`src/rtl/axilite_traffic_master.sv`:
```
// AXI4-Lite traffic master: on start, issues NUM_TXNS single-beat writes, reads,
// or writes followed by verifying reads, counting response and data errors.
module axilite_traffic_master #(
    parameter int          ADDR_WIDTH  = 64,
    parameter int          DATA_WIDTH  = 64,
    parameter int          NUM_TXNS    = 16,
    parameter logic [63:0] BASE_ADDR   = 64'h0,
    parameter logic [63:0] ADDR_STRIDE = 64'h8,
    parameter logic [63:0] SEED        = 64'hA5A5_0000_0000_0000,
    parameter int          MODE        = 2
) (
    input  logic                    clk,
    input  logic                    rst_n,
    input  logic                    start,
    output logic                    busy,
    output logic                    done,
    output logic [15:0]             err_count,
    output logic [ADDR_WIDTH-1:0]   m_axi_awaddr,
    output logic                    m_axi_awvalid,
    input  logic                    m_axi_awready,
    output logic [DATA_WIDTH-1:0]   m_axi_wdata,
    output logic [DATA_WIDTH/8-1:0] m_axi_wstrb,
    output logic                    m_axi_wvalid,
    input  logic                    m_axi_wready,
    input  logic [1:0]              m_axi_bresp,
    input  logic                    m_axi_bvalid,
    output logic                    m_axi_bready,
    output logic [ADDR_WIDTH-1:0]   m_axi_araddr,
    output logic                    m_axi_arvalid,
    input  logic                    m_axi_arready,
    input  logic [DATA_WIDTH-1:0]   m_axi_rdata,
    input  logic [1:0]              m_axi_rresp,
    input  logic                    m_axi_rvalid,
    output logic                    m_axi_rready
);

    typedef enum logic [2:0] {IDLE, WR_REQ, WR_RESP, RD_REQ, RD_RESP, FIN} state_t;

    localparam logic [ADDR_WIDTH-1:0] BASE_A   = ADDR_WIDTH'(BASE_ADDR);
    localparam logic [ADDR_WIDTH-1:0] STRIDE_A = ADDR_WIDTH'(ADDR_STRIDE);
    localparam logic [DATA_WIDTH-1:0] SEED_D   = DATA_WIDTH'(SEED);
    localparam logic [15:0]           LAST     = 16'(NUM_TXNS - 1);

    state_t      state;
    logic [15:0] idx;
    logic [15:0] nidx;
    logic [15:0] err_inc;
    logic        aw_ok, w_ok, b_err, r_err;

    // Address and data wrap silently at their port widths.
    function automatic logic [ADDR_WIDTH-1:0] addr_of(input logic [15:0] i);
        return BASE_A + STRIDE_A * ADDR_WIDTH'(i);
    endfunction

    function automatic logic [DATA_WIDTH-1:0] data_of(input logic [15:0] i);
        return SEED_D + DATA_WIDTH'(i);
    endfunction

    assign nidx        = idx + 16'd1;
    assign err_inc     = (err_count == 16'hFFFF) ? err_count : err_count + 16'd1;
    assign aw_ok       = !m_axi_awvalid || m_axi_awready;
    assign w_ok        = !m_axi_wvalid  || m_axi_wready;
    assign b_err       = m_axi_bresp != 2'b00;
    assign r_err       = (m_axi_rresp != 2'b00) || (MODE == 2 && m_axi_rdata != data_of(idx));
    assign m_axi_wstrb = '1;

    always_ff @(posedge clk or negedge rst_n) begin
        if (!rst_n) begin
            state         <= IDLE;
            idx           <= '0;
            busy          <= 1'b0;
            done          <= 1'b0;
            err_count     <= '0;
            m_axi_awaddr  <= '0;
            m_axi_awvalid <= 1'b0;
            m_axi_wdata   <= '0;
            m_axi_wvalid  <= 1'b0;
            m_axi_bready  <= 1'b0;
            m_axi_araddr  <= '0;
            m_axi_arvalid <= 1'b0;
            m_axi_rready  <= 1'b0;
        end else begin
            case (state)
                IDLE: if (start) begin
                    err_count <= '0;
                    done      <= 1'b0;
                    busy      <= 1'b1;
                    idx       <= '0;
                    if (MODE == 1) begin
                        m_axi_araddr  <= addr_of(16'd0);
                        m_axi_arvalid <= 1'b1;
                        state         <= RD_REQ;
                    end else begin
                        m_axi_awaddr  <= addr_of(16'd0);
                        m_axi_wdata   <= data_of(16'd0);
                        m_axi_awvalid <= 1'b1;
                        m_axi_wvalid  <= 1'b1;
                        state         <= WR_REQ;
                    end
                end
                // AW and W retire independently; move on once both have.
                WR_REQ: begin
                    if (m_axi_awvalid && m_axi_awready) m_axi_awvalid <= 1'b0;
                    if (m_axi_wvalid && m_axi_wready)   m_axi_wvalid  <= 1'b0;
                    if (aw_ok && w_ok) begin
                        m_axi_bready <= 1'b1;
                        state        <= WR_RESP;
                    end
                end
                WR_RESP: if (m_axi_bvalid) begin
                    m_axi_bready <= 1'b0;
                    if (b_err) err_count <= err_inc;
                    if (idx != LAST) begin
                        idx           <= nidx;
                        m_axi_awaddr  <= addr_of(nidx);
                        m_axi_wdata   <= data_of(nidx);
                        m_axi_awvalid <= 1'b1;
                        m_axi_wvalid  <= 1'b1;
                        state         <= WR_REQ;
                    end else if (MODE == 0) begin
                        busy  <= 1'b0;
                        done  <= 1'b1;
                        state <= FIN;
                    end else begin
                        idx           <= '0;
                        m_axi_araddr  <= addr_of(16'd0);
                        m_axi_arvalid <= 1'b1;
                        state         <= RD_REQ;
                    end
                end
                RD_REQ: if (m_axi_arready) begin
                    m_axi_arvalid <= 1'b0;
                    m_axi_rready  <= 1'b1;
                    state         <= RD_RESP;
                end
                RD_RESP: if (m_axi_rvalid) begin
                    m_axi_rready <= 1'b0;
                    if (r_err) err_count <= err_inc;
                    if (idx != LAST) begin
                        idx           <= nidx;
                        m_axi_araddr  <= addr_of(nidx);
                        m_axi_arvalid <= 1'b1;
                        state         <= RD_REQ;
                    end else begin
                        busy  <= 1'b0;
                        done  <= 1'b1;
                        state <= FIN;
                    end
                end
                FIN:     state <= IDLE;
                default: state <= IDLE;
            endcase
        end
    end

endmodule

```
`config.mk`:
```
export PLATFORM = sky130hd
export DESIGN_NAME = axilite_traffic_master
export DESIGN_NICKNAME = d
export VERILOG_FILES = /design/src/rtl/axilite_traffic_master.sv
export SDC_FILE = /design/constraint.sdc
export NUM_CORES = 1
export LEC_CHECK = 0
export ABC_AREA = 0
export BUFFER_PORTS_ARGS = -buffer_cell sky130_fd_sc_hd__buf_2
export CORE_MARGIN = 3
export CORE_UTILIZATION = 30
export DETAILED_ROUTE_END_ITERATION = 8
export PLACE_DENSITY = 0.67
export RECOVER_POWER = 100
export SLEW_MARGIN = 20
export SYNTH_ARGS = -nofsm -noshare
export SYNTH_HDL_FRONTEND = slang
export SYNTH_SLANG_ARGS = --single-unit
```
`constraint.sdc`:
```
create_clock -name clk -period 2.5 [get_ports clk]
set_clock_uncertainty 0.1 [all_clocks]
set_input_delay 0.25 -clock clk [delete_from_list [all_inputs] [get_ports clk]]
set_output_delay 0.25 -clock clk [all_outputs]
set_load 0.01 [all_outputs]
```
==> summary.md <==
| Metric | Value |
|---|---|
| Area of the core | `16900 µm²` |
| Fin crit share | `93.9%` |
| CP Class | `register to register` |
| WP data arrival | `2.49 ns` |
| Overflow after GRT | `0` |
| Netlist Area Pre-Place | `5310 µm²` |
| Final hold slack | `0.0984 ns` |
| # Max-Cap Violations | `1` |
| Final WL | `14.0 mm` |
| Slew Limit Fails | `76` |
| Total die area | `19300 µm²` |
| GPL Wtd Cong | `0.857` |
| Antenna-violating nets left | `0` |
| Slew margin rel. | `-29.1%` |
| Antenna violations before repair | `0` |
| Clock insertion delay at the later pin of the skew report | `0.33 ns` |
| Worst slew pin tran | `1.94 ns` |
| Layout cells sized above 1 | `17.9%` |
| Initial Util | `31.3%` |
| Worst r2r src | `idx[1]` |
| Final TNS setup | `0 ns` |
| CTS Buf Count | `9` |
| Die H | `139 µm` |
| DRC | `0` |
| R2R cell count | `7` |
| Unrepaired setup endpoints after global routing | `no` |
| Inst Count DP | `932` |
| Average size of a mapped cell | `9.10 µm²` |
| Iteration-0 DRC Markers | `288` |
| Hold/Removal Path Class | `input port to register` |
| CP endpoint kind | `register` |
| Filler cell count | `1798` |
| Gate count after technology mapping | `583` |
| H-tree depth | `3` |
| Hold EP | `m_axi_arvalid` |
| Lkg Pwr | `2.73 nW` |
| CP max FO | `22` |
| Buffers added on ports | `154` |
| HP Start | `m_axi_arready` |
| Largest net degree at the start of global routing | `76` |
| Min Tclk post-route | `2.35 ns` |
| Status | `finished with violations` |
| Nets | `801` |
| # setup viols final | `0` |
| ANT cells | `0` |
| Die width | `139 µm` |
| Clk root buf | `clkbuf_16` |
| Final non-filler cell total | `946` |
| Flop-to-flop setup slack | `0.15 ns` |
| Peak Freq | `426 MHz` |
| Post-synth top area cell | `dfrtp_1` |
| Sink Count | `75` |
| Vias in the first global route | `3688` |
| First-pass GRT wire length | `21.0 mm` |
| Seq/Total Area, Yosys | `35.4%` |
| Yosys top cell area share | `35.4%` |
| Final Hold Vio Count | `0` |
| Syn-to-layout area delta | `11.6%` |
| IO Pins | `299` |
| # rows | `47` |
| CTS clk-pin slew, worst paths | `0.06 ns` |
| Post-synthesis register bit count | `75` |
| Commonest cells after routing, fill and taps aside | `144 x conb_1, 81 x clkbuf_1, 75 x dfrtp_1, 75 x buf_2, 48 x o21ai_0` |
| CP startpoint | `idx[1]` |
| CP required | `2.64 ns` |
| Avg WL per Cell | `14.8 µm` |
| Drt first pass iters | `4` |
| Total track usage | `13.6%` |
| Most common cell after layout, fill and taps aside | `conb_1` |
| Cts hold-fix bufs | `0` |
| Detailed Place HPWL | `10.8 mm` |
| DR vias/cell | `4.40` |
| R2R Path End | `idx[11]` |
| Startpoint Class | `register` |
| VDD IR max | `0.000391 V` |
| Total power | `0.00439 W` |
| Power Density | `741 nW/µm²` |
| Synth top area cells | `dfrtp_1 35%, buf_4 24%, o21ai_0 4.2%` |
| CTS Buffer Depth | `2` |
| CTS tree | `done` |
| Hold Path Depth | `2` |
| Via count | `4166` |
| Yosys warning total | `0` |
| Yosys cell types | `54` |
| Failing checks | `max-capacitance violations, max-slew violations` |
-- worst max path at each step --
| stage | end | slack [ns] | cells after the start |
|---|---|---|---|
| 6_report | idx[11] | 0.15 | 7 |
| 2_1_floorplan | m_axi_awaddr[15] | 0.13 | 11 |
| 5_1_grt | idx[11] | 0.009 | 7 |
| 4_1_cts | idx[11] | 0.005 | 6 |
| 3_5_place_dp | idx[11] | 0.03 | 7 |
| 3_3_place_gp | err_count[3] | 0.18 | 8 |
-- state kept, by name, indices dropped and copies added, names as in the netlist --
name,cells
busy,1
done,1
err_count,16
idx,16
m_axi_araddr,16
m_axi_arvalid,1
m_axi_awaddr,15
m_axi_awvalid,1
m_axi_bready,1
m_axi_rready,1
m_axi_wdata,2
m_axi_wvalid,1
state,3
-- synth_stat cells, drive strengths merged --
| cell | n |
|---|---|
| buf | 184 |
| xnor2 | 24 |
| nor3b | 1 |
| nor2 | 21 |
| o41ai | 2 |
| conb | 2 |
| nand2 | 44 |
| a21oi | 9 |
| or3 | 2 |
| nor4b | 1 |
| o21ai | 52 |
| a2bb2oi | 1 |
| and4 | 3 |
| nor3 | 6 |
| ha | 2 |
| a31o | 1 |
| nand2b | 12 |
| a21o | 2 |
| dfrtp | 75 |
| xor2 | 6 |
| inv | 7 |
| nor4bb | 2 |
| and4b | 1 |
| nor2b | 5 |
| nand3 | 17 |
| o22ai | 1 |
| a2111o | 1 |
| nand4 | 11 |
| o21bai | 3 |
| nand3b | 1 |
| o211ai | 2 |
| o2bb2ai | 15 |
| nor4 | 13 |
| o31ai | 26 |
| a22o | 2 |
| clkbuf | 9 |
| a31oi | 6 |
| and3 | 10 |
| a211oi | 1 |
-- metal layers --
metal	GRT usage (%)	part of all wire, %
met1	18.5	43
met2	21.3	47
met3	4.10	7.9
met4	3.24	1.2
met5	0	0
-- worst max-delay path, stage by stage, from the launching register on --
cell and delay (ns):
dfrtp_1 0.42, ha_1 0.21, and3_1 0.25, and4_1 0.26, a2111o_2 0.65, nor2_1 0.17, o21ai_0 0.09, o21ai_0 0.10
-- cell type report --
| class | count | area [µm²] | share of cell area (%) |
|---|---|---|---|
| multi-input combinational | 450 | 2530 | 42.6 |
| sequential | 75 | 1880 | 31.7 |
| timing repair buffer | 180 | 882 | 14.9 |
| tap | 220 | 275 | 4.65 |
| clock buffer | 10 | 239 | 4.03 |
| clock inverter | 4 | 98.8 | 1.67 |
| inverter | 7 | 26.3 | 0.444 |
-- kinds of logic (layout without fill, tap and decap cells) --
| kind of cell | after synthesis | in the layout | share of synthesized area, % |
|---|---|---|---|
| XOR/XNOR | 30 | 30 | 4.95 |
| other | 2 | 144 | 0.142 |
| AO/OA/AOI/OAI | 124 | 124 | 17.1 |
| buffers and inverters | 200 | 201 | 26.8 |
| AND/OR/NAND/NOR | 150 | 150 | 15.1 |
| adder cells (fa/ha/maj) | 2 | 2 | 0.472 |
| flip-flops | 75 | 75 | 35.4 |
-- repair_timing --
| action | in CTS | in global routing |
|---|---|---|
| setup buffers | 0 | 0 |
| resized for setup | 0 | 1 |
| setup endpoints to repair | 0 | 6 |
-- stage by stage --
step / cell area (µm²) / util [%] / setup slack, ns
2_1_floorplan: 5840 / - / 0.132
4_1_cts: 6050 / 35.7 / 0.00540
5_1_grt: 5920 / 35.0 / 0.00880
3_3_place_gp: 5710 / 33.7 / 0.183
3_5_place_dp: 5710 / 33.7 / 0.0290
6_report: 5920 / 35.0 / 0.153
-- report_power, final --
| group | internal [W] | switching, W | total (W) | leakage, nW |
|---|---|---|---|---|
| registers | 0.00139 | 0.000143 | 0.00153 | 1.01 |
| clock network | 0.000995 | 0.000503 | 0.00150 | 0.165 |
| logic | 0.000481 | 0.000879 | 0.00136 | 1.56 |
Power figures use the tool's default switching activity.
